## src/rtl/neuron_loader.sv

```systemverilog
// Host-side sequencer for the neuron array: streams the load protocol from a
// valid/ready config stream, runs annealing rounds and buffers readouts in a FIFO.
module neuron_loader #(
    parameter int FP_DATA_WIDTH   = 16,
    parameter int NEURON_ID_WIDTH = 9,
    parameter int RUN_CNT_WIDTH   = 16,
    parameter int RD_FIFO_DEPTH   = 32
) (
    input  logic                       clk,
    input  logic                       reset,
    input  logic                       start,
    input  logic [NEURON_ID_WIDTH-1:0] active_neurons,
    input  logic [RUN_CNT_WIDTH-1:0]   run_cycles,
    input  logic [7:0]                 num_rounds,
    input  logic [FP_DATA_WIDTH-1:0]   mu_ext,
    input  logic                       cfg_valid,
    output logic                       cfg_ready,
    input  logic [FP_DATA_WIDTH-1:0]   cfg_data,
    output logic [FP_DATA_WIDTH-1:0]   ins,
    output logic                       rd,
    input  logic [FP_DATA_WIDTH-1:0]   outs,
    output logic                       rd_valid,
    input  logic                       rd_ready,
    output logic [FP_DATA_WIDTH-1:0]   rd_data,
    output logic                       busy,
    output logic                       done,
    output logic                       err
);
    localparam int AW   = $clog2(RD_FIFO_DEPTH);
    localparam int CNTW = AW + 1;
    localparam int SW   = NEURON_ID_WIDTH + 2;
    localparam int CW   = (CNTW > 6) ? CNTW : 6;
    localparam logic [NEURON_ID_WIDTH-1:0] N_MAX = {{(NEURON_ID_WIDTH-1){1'b1}}, 1'b0};

    localparam logic [3:0] S_IDLE      = 4'd0;
    localparam logic [3:0] S_SEND_N    = 4'd1;
    localparam logic [3:0] S_SEND_SYNC = 4'd2;
    localparam logic [3:0] S_LOAD      = 4'd3;
    localparam logic [3:0] S_RUN       = 4'd4;
    localparam logic [3:0] S_RD_REQ    = 4'd5;
    localparam logic [3:0] S_RD_CAP    = 4'd6;
    localparam logic [3:0] S_DONE      = 4'd7;
    localparam logic [3:0] S_ERR       = 4'd8;

    logic [3:0]                 state;
    logic [NEURON_ID_WIDTH-1:0] n_reg;
    logic [RUN_CNT_WIDTH-1:0]   r_reg;
    logic [RUN_CNT_WIDTH-1:0]   run_cnt;
    logic [7:0]                 k_reg;
    logic [7:0]                 round_cnt;
    logic [SW-1:0]              slot;
    logic [5:0]                 cap_cnt;

    logic [FP_DATA_WIDTH-1:0] mem [RD_FIFO_DEPTH];
    logic [AW-1:0]            wr_ptr;
    logic [AW-1:0]            rd_ptr;
    logic [CNTW-1:0]          fifo_cnt;

    logic          start_ok;
    logic [5:0]    w;
    logic [SW-1:0] last_slot;
    logic [CW-1:0] free;
    logic          room;
    logic          run_reached;
    logic          push;
    logic          pop;

    assign start_ok    = (active_neurons != '0) && (active_neurons <= N_MAX) &&
                         (run_cycles != '0) && (num_rounds != 8'd0);
    assign w           = 6'(n_reg >> 4) + 6'd1;
    assign last_slot   = {n_reg, 2'b00} - SW'(1);
    assign free        = CW'(RD_FIFO_DEPTH) - CW'(fifo_cnt);
    // A readout is only requested once its whole burst is guaranteed to fit.
    assign room        = free >= CW'(w);
    assign run_reached = run_cnt >= (r_reg - RUN_CNT_WIDTH'(1));
    assign push        = (state == S_RD_CAP);
    assign pop         = rd_valid && rd_ready;

    assign cfg_ready = (state == S_LOAD);
    assign rd        = (state == S_RD_REQ);
    assign done      = (state == S_DONE);
    assign err       = (state == S_ERR);
    assign busy      = (state != S_IDLE) && (state != S_ERR);
    assign rd_valid  = (fifo_cnt != '0);
    assign rd_data   = rd_valid ? mem[rd_ptr] : '0;

    always_comb begin
        ins = '0;
        case (state)
            S_SEND_N:    ins = FP_DATA_WIDTH'(n_reg);
            S_SEND_SYNC: ins = '1;
            S_LOAD:      ins = cfg_valid ? cfg_data : '0;
            S_RUN, S_RD_REQ, S_RD_CAP, S_DONE: ins = mu_ext;
            default:     ins = '0;
        endcase
    end

    always_ff @(posedge clk) begin
        if (reset) begin
            state     <= S_IDLE;
            n_reg     <= '0;
            r_reg     <= '0;
            k_reg     <= '0;
            run_cnt   <= '0;
            round_cnt <= '0;
            slot      <= '0;
            cap_cnt   <= '0;
        end else begin
            case (state)
                S_IDLE: if (start) begin
                    n_reg     <= active_neurons;
                    r_reg     <= run_cycles;
                    k_reg     <= num_rounds;
                    run_cnt   <= '0;
                    round_cnt <= '0;
                    slot      <= '0;
                    state     <= start_ok ? S_SEND_N : S_ERR;
                end
                S_SEND_N:    state <= S_SEND_SYNC;
                S_SEND_SYNC: state <= S_LOAD;
                S_LOAD: begin
                    // The array has no stall, so a missing word is fatal.
                    if (!cfg_valid) begin
                        state <= S_ERR;
                    end else if (slot == last_slot) begin
                        slot    <= '0;
                        run_cnt <= '0;
                        state   <= S_RUN;
                    end else begin
                        slot <= slot + SW'(1);
                    end
                end
                S_RUN: begin
                    if (!run_reached) run_cnt <= run_cnt + RUN_CNT_WIDTH'(1);
                    else if (room)    state   <= S_RD_REQ;
                end
                S_RD_REQ: begin
                    cap_cnt <= '0;
                    state   <= S_RD_CAP;
                end
                S_RD_CAP: begin
                    if (cap_cnt == w - 6'd1) begin
                        round_cnt <= round_cnt + 8'd1;
                        run_cnt   <= '0;
                        state     <= (round_cnt + 8'd1 == k_reg) ? S_DONE : S_RUN;
                    end else begin
                        cap_cnt <= cap_cnt + 6'd1;
                    end
                end
                S_DONE:  state <= S_IDLE;
                S_ERR:   state <= S_ERR;
                default: state <= S_IDLE;
            endcase
        end
    end

    always_ff @(posedge clk) begin
        if (reset) begin
            wr_ptr   <= '0;
            rd_ptr   <= '0;
            fifo_cnt <= '0;
        end else begin
            if (push) wr_ptr <= wr_ptr + AW'(1);
            if (pop)  rd_ptr <= rd_ptr + AW'(1);
            fifo_cnt <= fifo_cnt + CNTW'(push) - CNTW'(pop);
        end
    end

    always_ff @(posedge clk) begin
        if (push) mem[wr_ptr] <= outs;
    end
endmodule

```

## config.mk

```make
export PLATFORM = sky130hd
export DESIGN_NAME = neuron_loader
export DESIGN_NICKNAME = d
export VERILOG_FILES = /design/src/rtl/neuron_loader.sv
export SDC_FILE = /design/constraint.sdc
export NUM_CORES = 1
export LEC_CHECK = 0
export ABC_AREA = 1
export CORE_UTILIZATION = 30
export CTS_CLUSTER_DIAMETER = 200
export DETAILED_ROUTE_END_ITERATION = 10
export GPL_TIMING_DRIVEN = 0
export SYNTH_ARGS = -nofsm -noshare
export SYNTH_HDL_FRONTEND = slang
export SYNTH_SLANG_ARGS = --single-unit
export TNS_END_PERCENT = 50
```

## constraint.sdc

```tcl
create_clock -name clk -period 3.5 [get_ports clk]
set_input_delay 1.05 -clock clk [delete_from_list [all_inputs] [get_ports clk]]
set_output_delay 1.05 -clock clk [all_outputs]
set_load 0.03 [all_outputs]
```

### Word-level counts from Yosys, hierarchy flattened

Memories as Yosys holds them, arrays and structs flattened. A register that Yosys moved wholly into a read port is not among the register bits.
Index checks and enable logic that the tools add are counted.

* flip-flop bits (word level): 94
* RAM bits: 512
* word-level logic and storage cells: 102
* memories kept: 1

Memory list
* mem: words 32, width 16, read ports 1, clocked after Yosys merged registers in 1, wr ports 1, RTL line 54 `logic [FP_DATA_WIDTH-1:0] mem [RD_FIFO_DEPTH];`

* add/subtract/negate cells: 13
* order comparisons: 3
* equal/unequal tests: 21
* mux-type cells: 31
* reductions and logical operators: 22

Operator list (count)
* 16-bit one-hot mux with 4 select lines: 2
* 16-bit two-way mux: 7
* 11-bit two-way mux: 3
* 4-bit one-hot mux with 8 select lines: 1
* 4-bit two-way mux: 7
* 11-bit one-hot mux with 2 select lines: 1
* 16-bit by 1-bit adder with 16-bit output (second input constant): 1
* 4-bit by 3-bit == test with 1-bit output (second input constant): 4
* 16-bit greater-or-equal comparator: 1
* 8-bit two-way mux: 2
* 8-bit one-hot mux with 2 select lines: 1
* 16-bit nonzero test: 1
* 16-bit by 1-bit subtractor with 16-bit output (second input constant): 1
* 2-bit inequality test (second input constant): 6
* 6-bit one-hot mux with 2 select lines: 1
* 11-bit by 1-bit adder with 11-bit output (second input constant): 1
* 11-bit == test: 1
* 11-bit by 1-bit subtractor with 11-bit output (second input constant): 1
* 5-bit by 1-bit adder with 5-bit output (second input constant): 2
* 5-bit two-way mux: 2
* 9-bit <= comparator (second input constant): 1
* 9-bit nonzero test: 1
* 8-bit by 1-bit adder with 8-bit output (second input constant): 1
* 4-bit by 2-bit == test with 1-bit output (second input constant): 2
* 28 further kinds: 39

### Logic depth before layout (Yosys ltp)

Gate-level depths: netlist (run 1).

* depth in word-level cells: 7
* mapped depth: 22

### Worst setup path after synthesis (run 1)

OpenSTA, ideal clock, no wires.

* path kind: reg-to-output
* from: register state[2]
* to: output port ins[11]
* data arrival time: 2030 ps
* data required time: 2450 ps
* path slack: 420 ps
* stages on the path, launching flop included: 8
* path buffers: 1
* cells stage by stage: dfxtp_1 > inv_1 > nand2_1 > nor2_1 > inv_1 > nor2_4 > clkbuf_1 > a221o_1

* elaborated cells between the ends (all ways): 9

RTL lines
* start: declaration: RTL line 45 `logic [3:0] state;`
* start signal: assignment: RTL line 117 `state <= start_ok ? S_SEND_N : S_ERR;`
* start signal: assignment: RTL line 145 `state <= (round_cnt + 8'd1 == k_reg) ? S_DONE : S_RUN;`
* 4-bit by 2-bit == test with 1-bit output
* net cfg_ready: RTL line 17 `output logic cfg_ready,`
* 16-bit one-hot mux with 4 select lines: RTL line 89 `case (state)`
* end: declaration: RTL line 19 `output logic [FP_DATA_WIDTH-1:0] ins,`

The timed path passes the listed nets, and every way through them passes these cells.

==> results of run 1 <==
-- cell usage in the layout (no fill, tap or decap), types with 9 or more instances in the layout --
cell type / instances
a21oi_1: 89
a31oi_2: 11
buf_2: 23
buf_4: 15
buf_6: 28
buf_8: 30
clkbuf_1: 37
clkbuf_16: 75
clkbuf_2: 29
clkbuf_4: 29
clkbuf_8: 28
clkdlybuf4s50_1: 79
clkinv_1: 13
dfxtp_1: 95
edfxtp_1: 512
ha_1: 46
inv_1: 121
nand2_1: 208
nand2_2: 11
nand2_4: 10
nand3_1: 108
nand3_2: 29
nand4_1: 16
nor2_1: 403
nor2_2: 44
nor3_1: 22
nor4_1: 9
o21ai_0: 256
o21ai_1: 70
o21ai_2: 13
o221ai_1: 47
o221ai_2: 49
o22ai_1: 29
xnor2_1: 10
xor2_1: 27
-- power groups by stage --
stage	Combinational, mW	Sequential [mW]	Clock (mW)
finish	8.14	8.43	6.68
global route	8.91	8.47	7.04
CTS	7.83	8.42	6.75
detailed placement	6.98	8.56	0
global placement	6.89	8.56	0
floorplan	4.49	8.48	0
-- routing by layer --
metal	vias up	share of wire, %	GRT usage (%)
li1	9332	-	-
met1	9743	42	23.8
met2	888	47	29.3
met3	152	7.8	2.59
met4	0	3.1	5.76
met5	-	0	0
-- worst paths after layout --
kind	start	slack [ns]	cells past startpoint	endpoint
worst min-delay path	k_reg[7]$_SDFFE_PP0P_	0.47	2	k_reg[7]$_SDFFE_PP0P_
worst max register to register	r_reg[1]$_SDFFE_PP0P_	0.29	21	run_cnt[8]$_SDFFE_PP0P_
worst min register to register	k_reg[7]$_SDFFE_PP0P_	0.47	2	k_reg[7]$_SDFFE_PP0P_
worst max-delay path	flop	-0.21	10	rd_data[1]
-- logic make-up (layout without fill, tap and decap cells) --
family / Yosys count / in the layout / synth area share [%]
adder cells (fa/ha/maj): 48 / 48 / 2.29
XOR/XNOR: 37 / 37 / 1.22
flip-flops: 611 / 611 / 65.4
buffers and inverters: 267 / 546 / 3.91
AO/OA/AOI/OAI: 607 / 607 / 13.3
AND/OR/NAND/NOR: 881 / 882 / 13.8
-- stage by stage --
| stage | cell area (um^2) | setup TNS (ns) | util, % | std cells | power (mW) |
|---|---|---|---|---|---|
| global placement | 29200 | -198.31 | 33.5 | 3728 | 15.4 |
| finish | 33600 | -2.20 | 38.5 | 3886 | 23.3 |
| floorplan | 26500 | 0 | - | 2451 | 13.0 |
| detailed placement | 29700 | -34.06 | 34.1 | 3761 | 15.5 |
| CTS | 33300 | -2.06 | 38.2 | 3882 | 23.0 |
| global route | 33600 | -4.04 | 38.5 | 3886 | 24.4 |
-- layout make-up --
| cell class | count | area share (%) |
|---|---|---|
| repair buffers | 171 | 5.32 |
| flip-flops and latches | 611 | 51.7 |
| plain buffers | 134 | 3.92 |
| clock inverters | 30 | 1.14 |
| multi-input cells | 1574 | 27.2 |
| well taps | 1155 | 4.30 |
| inverters | 130 | 1.48 |
| clock buffers | 81 | 4.87 |
-- critical path, stage by stage (launching register included) --
cell        delay [ns]
dfxtp_4           0.43
clkinvlp_4        0.21
clkbuf_16         0.23
clkbuf_8          0.18
o21ai_1           0.16
o22ai_1           0.12
o21ai_1           0.24
nand3_2           0.13
nand2_4           0.10
a21oi_2           0.06
buf_6             0.15
-- timing repair --
item | in CTS | in global routing
setup endpoints to repair | 64 | 143
resized for setup | 588 | 139
cloned | 5 | 2
pin swaps | 37 | 45
setup buffers | 7 | 3
-- cells in the mapped netlist (all sizes together) (34+ instances only) --
cell type	instances	area share (%)
a21oi	101	1.9
inv	129	1.8
o22ai	34	0.80
o21ai	339	6.4
dfxtp	99	7.5
nand3	139	2.7
clkbuf	114	1.6
nor2	451	6.5
o221ai	96	3.2
edfxtp	512	58
nand2	229	3.3
ha	47	2.2
==> impl_metrics.tcl, run 1 <==
set metrics [dict create \
    violations "negative setup slack" \
    period_share_pct 106 \
    synth_seq_cells 611 \
    clockBufferDepth 3 \
    cts-root-buf "clkbuf_16" \
    grtUsageTotal_pct 17.7 \
    ctsHtreeMaxLevel 2 \
    cts_buffers 61 \
    hold_class "reg2reg" \
    antenna_found_initial 1 \
    max-slew-margin-rel_pct 5.17 \
    critical_path_class "reg2out" \
    fmaxAchievable_mhz 269 \
    worstPathRequired_ns 2.45 \
    vias 20100 \
    drive_gt1_share_pct 18.3 \
    power-per-cell-area_nw_per_um2 693 \
    syn2layout_area_growth_pct 26.6 \
    row_count 108 \
    netSwitchingFraction_pct 35.8 \
    worstPathArrival_ns 2.66 \
    io_pins 124 \
    dp_slack_ns -1.33 \
    synth_nets 2585 \
    viasPerCell 5.18 \
    endpoint_kind "output pin" \
    first_pass_iters 6 \
    internal_power_mw 14.9 \
    hold_viol_final 0 \
    gp_congestion 0.869 \
    synth_ff_type "edfxtp_1" \
    antenna_cells 0 \
    p_comb_share_pct 35.0 \
    report.final.slew_viol_count 0 \
    worstMarginPinSlew_ns 1.42 \
    rsz0062_at_grt "true" \
    fin_hold_ws_ns 0.470 \
    clock_sinks 611 \
    grt_pass1_vias 19500 \
    hpwl_um 54200 \
    largest_reg_flops 512 \
    grt_pass1_wl_um 121000 \
    ir_drop_uv 602 \
    power_switching_mw 8.32 \
    post_drt_wl_per_cell_um 20.8 \
    synthesis.instances 2451 \
    seq_power_share_pct 36.3 \
    cts.reportedPaths.clkPinSlew_ns 0.06 \
    synth.avg_cell_area_um2 10.8 \
    nNetsFinal 2817 \
    core_um2 87200 \
    clkPwrFrac_pct 28.7 \
    critPathLaunchType "flop" \
    cp_max_fo 10 \
    wl_um 80800 \
    yosys_warnings 0 \
    seqCellArea_um2 17400 \
    die_w_um 299 \
    drtIter0Drc 1996 \
    overflow 0 \
    status "finished, violations left" \
    io_buffers 122 \
    drc 0 \
    cts_tree "yes" \
    synth.distinct_cells 41 \
    ys_async_sr_fraction_pct 0 \
    fp.dieArea_um2 89600 \
    fin_ws_ns -0.212 \
    holdBufCountCts 0 \
    ys_seq_area_share_pct 65.4 \
    netlist_area_um2 26500 \
    grt_max_degree 33 \
    die_h_um 299 \
    finalSetupViolations 16 \
    maxCapViolCount 0 \
    clk_latency_ns 0.66 \
    fillers 8358 \
    synth_edf_count 512 \
    start_util_pct 30.4 \
    power_leakage_nw 11.4 \
    fin_crit_ns 3.71 \
    multi_input_area_um2 9140 \
    fin_skew_ns 0.0356 \
    ant_nets 0 \
]
Power figures use the tool's default switching activity.
==> run 2: changes to the inputs <==
--- a/config.mk
+++ b/config.mk
@@ -10,6 +10,7 @@
 export CTS_CLUSTER_DIAMETER = 200
 export DETAILED_ROUTE_END_ITERATION = 10
 export GPL_TIMING_DRIVEN = 0
+export SLEW_MARGIN = 20
 export SYNTH_ARGS = -nofsm -noshare
 export SYNTH_HDL_FRONTEND = slang
 export SYNTH_SLANG_ARGS = --single-unit
==> constraint.sdc (replaced) <==
create_clock -name clk -period 4.8 [get_ports clk]
set_input_delay 1.44 -clock clk [delete_from_list [all_inputs] [get_ports clk]]
set_output_delay 1.44 -clock clk [all_outputs]
set_load 0.03 [all_outputs]
==> run 2 against run 1 <==
  * The flow now finishes without violations
  * Worst hold slack improved by 0.0095 ns
  * Sequential share of layout area grew 3.0 points
  * Critical path depth unchanged
  * Non-clock buffer count decreased by 18
  * Flip-flop and latch count stayed put
  * Largest cell class unchanged
==> impl_metrics.tcl, run 2 (synthesis results as in run 1) <==
set metrics [dict create \
    status "complete, no violations" \
    post_drt_wl_per_cell_um 20.5 \
    vias 19800 \
    antenna_found_initial 1 \
    critical_path_class "reg2out" \
    viasPerCell 5.12 \
    first_pass_iters 5 \
    finalSetupViolations 0 \
    drtIter0Drc 1946 \
    grt_max_degree 33 \
    post_cts_buffers 0 \
    power_mw 15.9 \
    setup_tns_ns 0 \
    core_um2 87200 \
    layout_commonest_cell "edfxtp_1" \
    cts.reportedPaths.clkPinSlew_ns 0.06 \
    drive_gt1_share_pct 10.3 \
    whs_path_depth 2 \
    nNetsFinal 2798 \
    syn2layout_area_growth_pct 19.5 \
    max-slew-margin-rel_pct 43.8 \
    antenna_cells 0 \
    r2r-end "mem[10][9]$_DFFE_PP_" \
    clock_sinks 611 \
    cts-root-buf "clkbuf_16" \
    row_count 108 \
    io_pins 124 \
    cts_buffers 61 \
    die_h_um 299 \
    worstHoldStart "k_reg[7]$_SDFFE_PP0P_" \
    worstPathArrival_ns 3.31 \
    worstMarginPinSlew_ns 0.842 \
    worstPathRequired_ns 3.36 \
    rr_worst_depth 8 \
    hold_class "reg2reg" \
    period_share_pct 99.0 \
    largest_reg_flops 512 \
    critPathLaunchType "flop" \
    final_util_pct 36.4 \
    cts_tree "yes" \
    clk_latency_ns 0.66 \
    io_buffers 122 \
    wl_um 79200 \
    grtUsageTotal_pct 17.4 \
    hpwl_um 53800 \
    start_util_pct 30.4 \
    power-per-cell-area_nw_per_um2 503 \
    final_cell_mix "512 x edfxtp_1, 415 x nor2_1, 333 x o21ai_0" \
    grt_pass1_wl_um 119000 \
    ant_nets 0 \
    fin_crit_ns 4.75 \
    report.final.slew_viol_count 0 \
    power_leakage_nw 10.8 \
    gp_congestion 0.869 \
    overflow 0 \
    fin_skew_ns 0.0462 \
    ctsResizeCount 108 \
    fin_hold_ws_ns 0.480 \
    rsz0062_at_grt "false" \
    regToRegSetupSlack_ns 1.08 \
    fmaxAchievable_mhz 210 \
    drc 0 \
    fp.dieArea_um2 89600 \
    hold_viol_final 0 \
    cp_max_fo 10 \
    whs_endpoint "k_reg[7]$_SDFFE_PP0P_" \
    maxCapViolCount 0 \
    ir_drop_uv 331 \
    die_w_um 299 \
    ctsHtreeMaxLevel 2 \
    r2r_start "state[2]$_SDFFE_PP0P_" \
    endpoint_kind "output pin" \
    holdBufCountCts 0 \
    grt_pass1_vias 19400 \
    clockBufferDepth 3 \
]
[run 2: cell types whose count changed in the layout (fill, tap and decap cells not counted), sizes merged, moves of 2 or more]
cell,delta
clkbuf,-9
clkinvlp,+4
bufinv,-2
clkdlybuf4s15,+6
clkinv,+8
dlygate4sd2,+10
buf,-36
[run 2: metal layers]
layer,routed length (um),vias up,track usage (%)
met5,0,-,0
met2,36700,813,28.5
met1,33600,9582,23.1
met4,2640,0,6.07
li1,-,9282,-
met3,6310,147,3.43
[run 2: worst max-delay path: stages (launching register included)]
cell and delay [ns]:
dfxtp_4 0.43, buf_6 0.21, buf_4 0.23, clkbuf_4 0.26, nor2_1 0.07, o221ai_1 0.39
nand3_1 0.22, nand3_1 0.14, nand2_1 0.14, a21oi_1 0.23, clkdlybuf4s15_2 0.33
[run 2: worst max-delay path by stage]
stage,start,to,slack (ns)
global placement,flop,rd_data[13],-0.45
CTS,cfg_valid,ins[5],-0.14
floorplan,cfg_valid,ins[11],1.05
finish,flop,rd_data[9],0.05
detailed placement,flop,rd_data[14],-0.44
global route,flop,rd_data[8],0.0008
[run 2: area by class of cell]
class                      count  area, um^2
fill                        8631       55500
sequential                   611       17400
multi-input combinational   1573        8310
clock buffer                  72        1570
timing repair buffer         151        1470
tap                         1155        1450
buffer                       136         664
inverter                     130         488
clock inverter                41         390
[run 2: metrics by stage]
stage / cells / worst slack, ns / cell area [um^2]
6_report: 3869 / 0.0486 / 31700
5_1_grt: 3869 / 0.000813 / 31700
4_1_cts: 3869 / -0.139 / 31700
3_5_place_dp: 3757 / -0.439 / 29600
3_3_place_gp: 3728 / -0.451 / 29200
2_1_floorplan: 2451 / 1.05 / 26500
[run 2: power breakdown]
group | total (mW) | switching (mW) | internal (mW)
clock | 4.73 | 2.12 | 2.61
combinational | 5.09 | 3.46 | 1.62
sequential | 6.13 | 0.188 | 5.94
total | 15.9 | 5.77 | 10.2
==> run 3: changes to the inputs <==
--- a/config.mk
+++ b/config.mk
@@ -6,10 +6,12 @@
 export NUM_CORES = 1
 export LEC_CHECK = 0
 export ABC_AREA = 1
+export ABC_CLOCK_PERIOD_IN_PS = 4800
 export CORE_UTILIZATION = 30
 export CTS_CLUSTER_DIAMETER = 200
 export DETAILED_ROUTE_END_ITERATION = 10
 export GPL_TIMING_DRIVEN = 0
+export RECOVER_POWER = 50
 export SLEW_MARGIN = 20
 export SYNTH_ARGS = -nofsm -noshare
 export SYNTH_HDL_FRONTEND = slang
==> run 3 against run 2 <==
  * The run now ends with max-capacitance violations, max-slew violations left
  * First-iteration DRC count up 3.3%
  * Sequential share of layout area rose by 0.16 points
  * Worst hold slack worse by 0.0012 ns
  * Clock skew up 0.0033 ns
  * Register-to-register slack got worse by 0.19 ns
  * Clock-buffer cell count did not move
  * Final area is 0.30% lower
  * Flip-flop and latch count did not move
  * Via count up 0.33%
  * Wire length about the same
  * Sequential power barely moved
  * Critical path type unchanged
==> impl_metrics.tcl, run 3 (synthesis results as in run 1) <==
set metrics [dict create \
    internal_power_mw 10.2 \
    period_share_pct 99.1 \
    worstMarginPinSlew_ns 2.00 \
    grt_pass1_vias 19400 \
    grt_max_degree 33 \
    critPathBufInv 4 \
    worstPathArrival_ns 3.32 \
    fin_hold_ws_ns 0.479 \
    die_w_um 299 \
    clkPwrFrac_pct 29.6 \
    io_buffers 122 \
    rsz0062_at_grt "false" \
    post_drt_wl_per_cell_um 20.5 \
    crit_path_top_delay_cell "dfxtp_4" \
    ir_drop_uv 330 \
    power-per-cell-area_nw_per_um2 504 \
    grt_pass1_wl_um 119000 \
    critical_path_class "reg2out" \
    drive_gt1_share_pct 9.43 \
    violations "max-capacitance violations, max-slew violations" \
    drtIter0Drc 2010 \
    clockBufferDepth 3 \
    worstPathRequired_ns 3.36 \
    first_pass_iters 6 \
    hold_class "reg2reg" \
    power_leakage_nw 10.7 \
    layout_commonest_cell "edfxtp_1" \
    critPathTopFamily "buffers and inverters" \
    fin_skew_ns 0.0495 \
    grtUsageTotal_pct 17.4 \
    max-slew-margin-rel_pct -33.1 \
    status "finished, violations left" \
    wl_um 79300 \
    maxCapViolCount 15 \
    io_pins 124 \
    vias 19900 \
    gp_congestion 0.869 \
    syn2layout_area_growth_pct 19.2 \
    largest_reg_flops 512 \
    start_util_pct 30.4 \
    max_stage_delay_ns 0.43 \
    cp_cell_sequence "buf_6 > buf_4 > clkbuf_4 > nor2_1 > o221ai_1 > nand3_1 > nand3_1 > nand2_1 > a21oi_1 > clkdlybuf4s15_2" \
    seq_power_share_pct 38.5 \
    viasPerCell 5.14 \
    clock_sinks 611 \
    overflow 0 \
    row_count 108 \
    finalSetupViolations 0 \
    die_h_um 299 \
    hpwl_um 53800 \
    dpl_cell_area_um2 29600 \
    cpMostUsedCell "nand3_1" \
    final_cell_area_um2 31600 \
    endpoint_kind "output pin" \
    antenna_cells 0 \
    ant_nets 0 \
    final_cell_mix "512 x edfxtp_1, 418 x nor2_1, 333 x o21ai_0" \
    cts-root-buf "clkbuf_16" \
    post_cts_buffers 0 \
    drc 0 \
    critPathLaunchType "flop" \
    fin_crit_ns 4.76 \
    core_um2 87200 \
    fmaxAchievable_mhz 210 \
    cts_buffers 61 \
    cts.reportedPaths.clkPinSlew_ns 0.06 \
    report.final.slew_viol_count 488 \
    nNetsFinal 2798 \
    antenna_found_initial 1 \
    power_switching_mw 5.76 \
    fillers 8652 \
    p_comb_share_pct 31.9 \
    hold_viol_final 0 \
    fp.dieArea_um2 89600 \
    cp_max_fo 10 \
    cts_tree "yes" \
    clk_latency_ns 0.66 \
    netSwitchingFraction_pct 36.2 \
    ctsHtreeMaxLevel 2 \
]
## run 3: cell types whose count changed in the layout (fill, tap and decap cells not counted), sizes merged
cell,change
clkdlybuf4s50,-1
clkbuf,+21
dlygate4sd3,+1
buf,-21
## run 3: final cells by class
| type | count | area [um^2] | area share [%] |
|---|---|---|---|
| Sequential cell | 611 | 17400 | 54.9 |
| Tap cell | 1155 | 1450 | 4.57 |
| Buffer | 136 | 664 | 2.10 |
| Inverter | 130 | 488 | 1.54 |
| Multi-Input combinational cell | 1573 | 8300 | 26.3 |
| Clock buffer | 72 | 1570 | 4.96 |
| Clock inverter | 41 | 390 | 1.24 |
| Timing Repair Buffer | 151 | 1390 | 4.39 |
## run 3: timing repair
action                                  CTS  global route
hold buffers                              0             0
cloned                                    0             0
endpoints found under the setup margin   26            17
resized for setup                       108            55
## run 3: final timing paths
check / from / to / slack, ns / cells after the start
setup / recovery: flop / rd_data[9] / 0.04 / 10
hold / removal: k_reg[7]$_SDFFE_PP0P_ / k_reg[7]$_SDFFE_PP0P_ / 0.48 / 2
setup reg to reg: state[2]$_SDFFE_PP0P_ / mem[10][9]$_DFFE_PP_ / 0.89 / 8
hold reg to reg: k_reg[7]$_SDFFE_PP0P_ / k_reg[7]$_SDFFE_PP0P_ / 0.48 / 2
## run 3: power by group through the flow
stage | registers (mW) | clock network [mW] | logic (mW)
5_1_grt | 6.16 | 4.98 | 5.61
6_report | 6.14 | 4.72 | 5.08
3_3_place_gp | 6.24 | 0 | 5.02
3_5_place_dp | 6.24 | 0 | 5.09
4_1_cts | 6.13 | 4.79 | 5.06
2_1_floorplan | 6.18 | 0 | 3.28
## run 3: metrics by stage
step	worst slack (ns)	utilization [%]	total power, mW	cells	TNS (ns)
after floorplan	1.05	-	9.46	2451	0
after global placement	-0.451	33.5	11.3	3728	-9.10
after detailed placement	-0.439	34.0	11.3	3757	-9.16
after CTS	-0.139	36.3	16.0	3869	-0.139
after global routing	0.000813	36.3	16.8	3869	0
final	0.0442	36.3	15.9	3869	0
## run 3: per-layer routing
layer  global-route usage (%)  routed length [um]  vias up
met5                        0                   0        -
met2                     28.5               36600      865
met1                     23.1               33300     9586
met3                     3.43                6700      154
met4                     6.07                2710        0
li1                         -                   -     9284
## run 3: tightest hold or removal path, delay by kind of cell (launching register included)
family / cells / cell delay (ns)
compound gates: 1 / 0.06
buf+inv: 1 / 0.06
flops: 1 / 0.31
